$ cat src/rtl/mac_burst_pkg.sv
// Shared widths, fixed-point helpers and FSM encoding for mac_burst.
package mac_burst_pkg;

    // Wide signed scratch type for alignment and range checks.
    typedef logic signed [127:0] wide_t;

    typedef enum logic {
        IDLE,
        BURST
    } state_t;

    function automatic int in_w(input int int_bits, input int frac_bits);
        return int_bits + frac_bits;
    endfunction

    function automatic int prod_w(input int int_bits, input int frac_bits);
        return 2 * (int_bits + frac_bits);
    endfunction

    function automatic int out_w(input int int_bits, input int frac_bits);
        return int_bits + frac_bits;
    endfunction

    // Guard bits cover max_len products plus rounding, so the accumulator never wraps.
    function automatic int acc_w(input int int_bits, input int frac_bits, input int max_len);
        return int_bits + frac_bits + $clog2(max_len) + 2;
    endfunction

    function automatic int len_w(input int max_len);
        return $clog2(max_len + 1);
    endfunction

    // Arithmetic right shift with round half up.
    function automatic wide_t round_shift(input wide_t v, input int sh);
        wide_t half;
        if (sh <= 0) begin
            return v;
        end
        half = wide_t'(1) <<< (sh - 1);
        return (v + half) >>> sh;
    endfunction

    // True when v is representable as a w-bit two's-complement value.
    function automatic logic fits(input wide_t v, input int w);
        wide_t hi;
        wide_t lo;
        hi = (wide_t'(1) <<< (w - 1)) - wide_t'(1);
        lo = -hi - wide_t'(1);
        return (v <= hi) && (v >= lo);
    endfunction

endpackage

$ cat src/rtl/mac_burst_align_sat.sv
// fxp_align_sat: aligns a signed fixed-point value to a new fractional
// position (round half up when dropping bits) and narrows it to dst_w,
// clamping or wrapping depending on sat.
module fxp_align_sat
    import mac_burst_pkg::*;
#(
    parameter int src_w    = 42,
    parameter int src_frac = 22,
    parameter int dst_w    = 32,
    parameter int dst_frac = 22,
    parameter int sat      = 1
) (
    input  logic signed [src_w-1:0] src,
    output logic signed [dst_w-1:0] dst,
    output logic                    clamped
);

    wide_t ext;
    wide_t aligned;

    assign ext = wide_t'(src);

    if (dst_frac >= src_frac) begin : g_shl
        assign aligned = ext <<< (dst_frac - src_frac);
    end else begin : g_rnd
        assign aligned = round_shift(ext, src_frac - dst_frac);
    end

    // Narrow to dst_w, clamping to the nearest extreme when saturation is on.
    always_comb begin
        dst     = aligned[dst_w-1:0];
        clamped = 1'b0;
        if (sat != 0 && !fits(aligned, dst_w)) begin
            clamped = 1'b1;
            dst     = aligned[127] ? {1'b1, {(dst_w-1){1'b0}}}
                                   : {1'b0, {(dst_w-1){1'b1}}};
        end
    end

endmodule

$ cat src/rtl/mac_burst.sv
// mac_burst: streaming signed fixed-point multiply-accumulate over a
// runtime-programmable burst length, one result per burst.
//
// state | meaning
// IDLE  | next accepted beat starts a burst; len_i is sampled
// BURST | rem beats still to come; len_i ignored
module mac_burst
    import mac_burst_pkg::*;
#(
    parameter int int_in_p   = 1,
    parameter int frac_in_p  = 11,
    parameter int int_out_p  = 10,
    parameter int frac_out_p = 22,
    parameter int max_len_p  = 256,
    parameter int sat_p      = 1
) (
    input  logic                                     clk_i,
    input  logic                                     reset_i,
    input  logic [in_w(int_in_p, frac_in_p)-1:0]     a_i,
    input  logic [in_w(int_in_p, frac_in_p)-1:0]     b_i,
    input  logic [len_w(max_len_p)-1:0]              len_i,
    input  logic                                     valid_i,
    output logic                                     ready_o,
    output logic                                     valid_o,
    input  logic                                     ready_i,
    output logic [out_w(int_out_p, frac_out_p)-1:0]  data_o,
    output logic                                     sat_o
);

    localparam int PROD_W = prod_w(int_in_p, frac_in_p);
    localparam int OUT_W  = out_w(int_out_p, frac_out_p);
    localparam int ACC_W  = acc_w(int_out_p, frac_out_p, max_len_p);
    localparam int LEN_W  = len_w(max_len_p);

    logic                     stall;
    logic                     accept;
    logic                     last;
    state_t                   state;
    state_t                   state_nxt;
    logic [LEN_W-1:0]         rem;
    logic [LEN_W-1:0]         rem_nxt;
    logic [LEN_W-1:0]         eff_len;
    logic signed [PROD_W-1:0] prod;
    logic signed [PROD_W-1:0] prod1;
    logic                     v1;
    logic                     last1;
    logic signed [ACC_W-1:0]  acc;
    logic signed [ACC_W-1:0]  acc_add;
    logic signed [ACC_W-1:0]  sum;
    logic signed [OUT_W-1:0]  res;
    logic                     res_sat;

    // Output-side backpressure freezes the whole block, input side included.
    assign stall   = valid_o & ~ready_i;
    assign ready_o = ~stall;
    assign accept  = valid_i & ready_o;

    assign prod = PROD_W'($signed(a_i)) * PROD_W'($signed(b_i));

    if (frac_out_p >= 2 * frac_in_p) begin : g_shl
        assign acc_add = ACC_W'(wide_t'(prod1) <<< (frac_out_p - 2 * frac_in_p));
    end else begin : g_rnd
        assign acc_add = ACC_W'(round_shift(wide_t'(prod1), 2 * frac_in_p - frac_out_p));
    end

    assign sum = acc + acc_add;

    fxp_align_sat #(
        .src_w    (ACC_W),
        .src_frac (frac_out_p),
        .dst_w    (OUT_W),
        .dst_frac (frac_out_p),
        .sat      (sat_p)
    ) u_out_sat (
        .src     (sum),
        .dst     (res),
        .clamped (res_sat)
    );

    // Burst-length sequencing: decide which accepted beat closes the burst.
    always_comb begin
        state_nxt = state;
        rem_nxt   = rem;
        last      = 1'b0;
        if (len_i == '0) begin
            eff_len = LEN_W'(1);
        end else if (len_i > LEN_W'(max_len_p)) begin
            eff_len = LEN_W'(max_len_p);
        end else begin
            eff_len = len_i;
        end
        case (state)
            IDLE: begin
                if (accept) begin
                    if (eff_len == LEN_W'(1)) begin
                        last = 1'b1;
                    end else begin
                        rem_nxt   = eff_len - LEN_W'(1);
                        state_nxt = BURST;
                    end
                end
            end
            BURST: begin
                if (accept) begin
                    rem_nxt = rem - LEN_W'(1);
                    if (rem == LEN_W'(1)) begin
                        last      = 1'b1;
                        state_nxt = IDLE;
                    end
                end
            end
            default: state_nxt = IDLE;
        endcase
    end

    // FSM state and remaining-beat counter; only move on an accepted beat.
    always_ff @(posedge clk_i or posedge reset_i) begin
        if (reset_i) begin
            state <= IDLE;
            rem   <= '0;
        end else begin
            state <= state_nxt;
            rem   <= rem_nxt;
        end
    end

    // Stage 1: full-precision product with its end-of-burst marker.
    always_ff @(posedge clk_i or posedge reset_i) begin
        if (reset_i) begin
            v1    <= 1'b0;
            last1 <= 1'b0;
            prod1 <= '0;
        end else if (!stall) begin
            v1    <= accept;
            last1 <= last;
            if (accept) begin
                prod1 <= prod;
            end
        end
    end

    // Stage 2: accumulate; on the last beat publish the result and restart from zero.
    always_ff @(posedge clk_i or posedge reset_i) begin
        if (reset_i) begin
            acc     <= '0;
            valid_o <= 1'b0;
            data_o  <= '0;
            sat_o   <= 1'b0;
        end else if (!stall) begin
            valid_o <= v1 & last1;
            if (v1) begin
                if (last1) begin
                    acc    <= '0;
                    data_o <= res;
                    sat_o  <= res_sat;
                end else begin
                    acc <= sum;
                end
            end
        end
    end

endmodule

$ cat config.mk
export PLATFORM = sky130hd
export DESIGN_NAME = mac_burst
export DESIGN_NICKNAME = d
export VERILOG_FILES = /design/src/rtl/mac_burst_pkg.sv /design/src/rtl/mac_burst_align_sat.sv /design/src/rtl/mac_burst.sv
export SDC_FILE = /design/constraint.sdc
export NUM_CORES = 1
export LEC_CHECK = 0
export BUFFER_PORTS_ARGS = -buffer_cell sky130_fd_sc_hd__buf_2
export CORE_ASPECT_RATIO = 1.4
export CORE_MARGIN = 2
export CORE_UTILIZATION = 61
export DETAILED_ROUTE_END_ITERATION = 10
export PLACE_DENSITY = 0.8
export REMOVE_ABC_BUFFERS = 1
export SYNTH_ARGS = -nofsm -noshare
export SYNTH_HDL_FRONTEND = slang
export SYNTH_SLANG_ARGS = --single-unit
$ cat constraint.sdc
create_clock -name clk_i -period 5.64 [get_ports clk_i]
set_clock_uncertainty 0.15 [all_clocks]
set_input_delay 0.282 -clock clk_i [delete_from_list [all_inputs] [get_ports clk_i]]
set_output_delay 0.282 -clock clk_i [all_outputs]
set_load 0.03 [all_outputs]
-- After elaboration in Yosys (flattened, before gate mapping)
Cells that the tools add are included.
- add/subtract/negate cells: 3
- multiply operators: 1
- order comparisons: 3
- eq/ne operators: 5
- mux-type cells: 20
- bitwise gates (word level): 6
- reductions and logical operators: 6
- operators with widths (operator ; count):
    $mux 32 ; 2
    $mux 9 ; 5
    $add 42x24->42 ; 1
    $ge 42x32->1 const B ; 1
    $le 42x32->1 const B ; 1
    $mux 42 ; 1
    $mul 12x12->24 ; 1
    $eq 9x1->1 const B ; 2
    $pmux 9 s2 ; 1
    $sub 9x1->9 const B ; 2
    $gt 9x9->1 const B ; 1
    $logic_not 9->1 ; 1
    $mux 1 ; 9
    $ne 2x2->1 const B ; 3
    $reduce_and 3->1 ; 2
    $pmux 1 s2 ; 2
    $reduce_and 2->1 ; 2
    $and 1x1->1 ; 3
    $not 1->1 ; 3
    $logic_and 1x1->1 ; 1
- bits in registers: 112
- output and inout bits: 35

-- Longest topological paths before layout
- word-level depth: 7
- mapped depth: 24
- gate-level depth less buffers: 23

-- Modules after synthesis
From an unflattened synthesis, not the netlist that was laid out.
- cell total of the unflattened synthesis: 1324
- area, all modules: 12408.2 µm²
- modules (own cells, without submodules) (module ; times used ; cells an instance ; area an instance (µm²)):
    mac_burst ; 1 ; 1274 ; 12022.8
    fxp_align_sat ; 1 ; 50 ; 385.4

-- Worst setup path before layout
Ideal clock, no wire load.
- kind: input to register
- start point: input port b_i[0]
- end point: register prod1[22]
- library setup time: 0.134 ns
- arrival: 5.147 ns
- required time: 5.356 ns
- slack: 0.209 ns
- cell stages on the path: 20
- buffers on the path: 1
- cells stage by stage: clkbuf_1 -> and2_1 -> fa_1 -> ha_1 -> inv_1 -> fa_1 -> inv_1 -> fa_1 -> inv_1 -> fa_1 -> inv_1 -> ha_1 -> or2_2 -> a21oi_1 -> a31oi_1 -> a41oi_1 -> a21oi_1 -> a21oi_1 -> xor2_1 -> o21ai_0
- word-level cells in the longest chain between the ends: 1
- RTL lines (item ; RTL line ; RTL):
    start: declaration ; mac_burst.sv:20 ; input logic [in_w(int_in_p, frac_in_p)-1:0] b_i,
    $mul 12x12->24 ; mac_burst.sv:58 ; assign prod = PROD_W'($signed(a_i)) * PROD_W'($signed(b_i));
    end signal: assignment ; mac_burst.sv:137 ; prod1 <= prod;
    end: declaration ; mac_burst.sv:44 ; logic signed [PROD_W-1:0] prod1;
Every way passes these cells.
A chain may end at the register's enable or synchronous reset.

-- Final worst setup path
- start point: input port b_i[5]
- end point: register prod1[23]
Same word-level chain as after synthesis.

==> impl_metrics.py <==
metrics = {
    "pwr": {
        "vdd_drop_max_v": 0.000273,
        "p_leak_nw": 6.53,
        "combPwrFrac_pct": 77.4,
        "seqPwrFrac_pct": 15.7,
        "p_clk_share_pct": 6.9,
        "p_int_w": 0.00443,
        "p_switching_w": 0.00440,
        "power_density_mw_per_mm2": 677,
        "swShare_pct": 49.8,
    },
    "final_layout": {
        "most-common-layout-cells": "205 x inv_1, 156 x nand2_1, 139 x fa_1",
        "design_area_mm2": 0.0130,
        "layout-drive-gt1-share_pct": 11.3,
        "layout.cells.most_common": "inv_1",
        "multiInputGateArea_mm2": 0.00831,
        "regArea_mm2": 0.00280,
        "final_nets": 1634,
        "area_growth_pct": 7.54,
        "final_cells": 1619,
        "num_antenna_cells": 0,
        "fin_util_pct": 66.2,
        "nFillCells": 1651,
    },
    "global_routing": {
        "grt_pass1_wl_um": 45200,
        "track_usage_pct": 26.6,
        "grt_max_degree": 68,
        "antenna_found_initial": 0,
        "gr-total-overflow": 0,
        "grt_pass1_vias": 9682,
    },
    "worst_setup_path": {
        "critPathBufInv": 4,
        "max_stage_delay_ps": 560,
        "worst_r2r_path_depth": 14,
        "path_common_cell": "fa_1",
        "start_kind": "input port",
        "timing.rr.start": "acc[0]",
        "path_delay_family": "adder cells",
        "path_cells": "buf_2 > nand2_1 > fa_1 > inv_1 > ha_1 > fa_1 > inv_1 > fa_1 > fa_1 > inv_1 > ha_1 > nor2b_1 > o21ai_0 > a21boi_0 > o21ai_1 > a211oi_1 > nor3_2 > or3_1 > a31oi_1 > a21oi_1 > xnor2_1 > o21ai_0",
        "crit_required_ps": 5700,
        "criticalPathCategory": "in2reg",
        "worst-path-stages": 22,
        "cp_slowest_cell": "fa_1",
        "cp_max_fo": 12,
        "arrival_ps": 5380,
        "endpoint_kind": "flip-flop",
        "crit_start": "b_i[5]",
    },
    "worst_hold_path": {
        "hp-start": "valid_i",
        "hp-class": "in2reg",
        "min_path_cells": 4,
    },
    "clock_tree": {
        "cts_tree": "yes",
        "clk_pin_slew_worst_paths_ps": 80,
        "clkSinkCount": 112,
        "clkLatencyLatePin_ps": 350,
        "cts_buffers": 9,
        "cts.root.buffer_cell": "clkbuf_16",
        "clockBufferDepth": 2,
        "postCtsSetupRepairBufs": 0,
        "cts_max_level": 3,
    },
    "floorplan": {
        "dieArea_mm2": 0.0210,
        "num_rows": 61,
        "start_util_pct": 61.6,
        "dieWidth_um": 123,
        "dieHeight_um": 171,
        "io_pins": 72,
        "core_mm2": 0.0197,
    },
    "placed_design": {
        "dp_cells": 1602,
        "place_congestion": 0.925,
        "dpl-instance-area_mm2": 0.0127,
        "io_buffers": 71,
        "hpwlAfterDp_um": 21300,
    },
    "timing": {
        "relSlewSlack_pct": 39.3,
        "final_hold_viol_count": 0,
        "tns_ps": 0,
        "grt_setup_unrepaired": "no",
        "clock.fmax_mhz": 188,
        "tightest_slew_ps": 907,
        "fin_crit_ps": 5320,
        "fin_crit_sh_pct": 94.2,
        "hold_slack_ps": 131,
        "finalSetupViolCount": 0,
        "finalMaxSlewViolations": 0,
    },
    "routing": {
        "avgViaCountPerCell": 5.81,
        "ant_nets": 0,
        "wl_per_cell_um": 16.4,
        "route.detailed.drc": 0,
        "routed_wl_um": 26500,
        "drt-initial-drc-count": 492,
        "vias": 9403,
        "drtPass1Iterations": 5,
    },
    "logic_synthesis": {
        "synth_edf_count": 0,
        "async_flop_share_pct": 100,
        "yosys.area.top_type": "dfrtp_1",
        "yosys_warnings": 0,
        "ys_ff_latch": 112,
        "synth_cell_types": 63,
        "yosysSeqAreaShare_pct": 23.1,
        "synth_top_area_share_pct": 23.1,
        "syn_inst": 1315,
        "post_synth.cell_area_avg_um2": 9.22,
        "synth_ff_type": "dfrtp_1",
        "synthTopCellsByArea": "dfrtp_1 23%, fa_1 23%, ha_1 9.9%",
        "synth_area_mm2": 0.0121,
    },
    "status": {
        "status": "complete, no violations",
    },
    "flow_run": {
        "cap_violations": 0,
    },
}
-- metal layers --
layer  part of all wire, %  GRT usage (%)  wire (um)
met1                    41           33.4      10900
met2                    53           48.0      14000
met3                   3.4           1.90        891
met4                   2.7           9.29        706
met5                     0              0          0
-- flip-flops by register name, summed over array words and instances (netlist names) --
register and cells:
acc 42, data_o 32, prod1 24, rem 9
last1 1, sat_o 1, state 1, v1 1
valid_o 1
-- metrics by stage --
stage	power, W	setup WS, ps
after floorplan	0.00660	473
after global placement	0.00789	19.6
after detailed placement	0.00813	-86.0
after CTS	0.00879	201
after global routing	0.00977	34.9
final	0.00883	325
-- synthesized netlist by cell type, drive strengths merged (8+ instances only) --
cell,instances
xnor2,39
dfrtp,112
o21a,10
o31ai,8
fa,139
nand2,156
and2,48
nand2b,12
o21ai,58
and3,10
buf,9
nor2,53
a21o,15
nand3,19
a31oi,12
inv,206
a21oi,60
nor3,16
clkbuf,53
xor2,25
ha,96
a22o,38
o221a,30
-- layout make-up --
class / count / area share, %
clock buffers: 10 / 1.76
clock inverters: 6 / 0.393
inverters: 207 / 5.98
multi-input cells: 934 / 63.7
flip-flops and latches: 112 / 21.5
well taps: 252 / 2.42
repair buffers: 98 / 4.30
-- power groups by stage --
stage                     Clock [W]  Combinational (W)  Sequential (W)
after global routing       0.000652            0.00769         0.00143
after CTS                  0.000619            0.00679         0.00138
after global placement            0            0.00650         0.00138
final                      0.000610            0.00683         0.00139
after detailed placement          0            0.00674         0.00139
after floorplan                   0            0.00517         0.00143
-- kinds of logic after synthesis --
logic type / count (synthesis) / synth area share (%)
adders and majority gates: 235 / 32.8
DFF: 112 / 23.1
AOI/OAI and AO/OA: 280 / 16.8
muxes: 8 / 0.722
xor gates and xnor gates: 64 / 4.62
and+or+nand+nor: 347 / 13.3
buffers and inverters: 269 / 8.56
-- worst register-to-register path: stages, from the launching register on --
cell and delay [ps]:
dfrtp_1 370, ha_1 220, inv_1 70, fa_1 400, nand2b_1 190, a21o_1 200, a211o_1 320, a21oi_4 270
a31oi_4 150, o311ai_1 630, a221oi_1 250, xor2_1 190, nor4_1 440, a31o_2 660, o221a_2 340
-- final timing paths --
kind | to | slack (ps)
max | prod1[23] | 320
min | rem[2] | 130
max reg2reg | data_o[24] | 720
min reg2reg | data_o[31] | 340
max in group asynchronous | state | 3730
min in group asynchronous | data_o[9] | 380
-- repair_timing --
action,CTS,global route
endpoints found under the hold margin,45,0
hold buffers,1,0
setup endpoints to repair,0,2
resized for setup,0,3
Note: power is estimated with default switching activity, not from simulation.
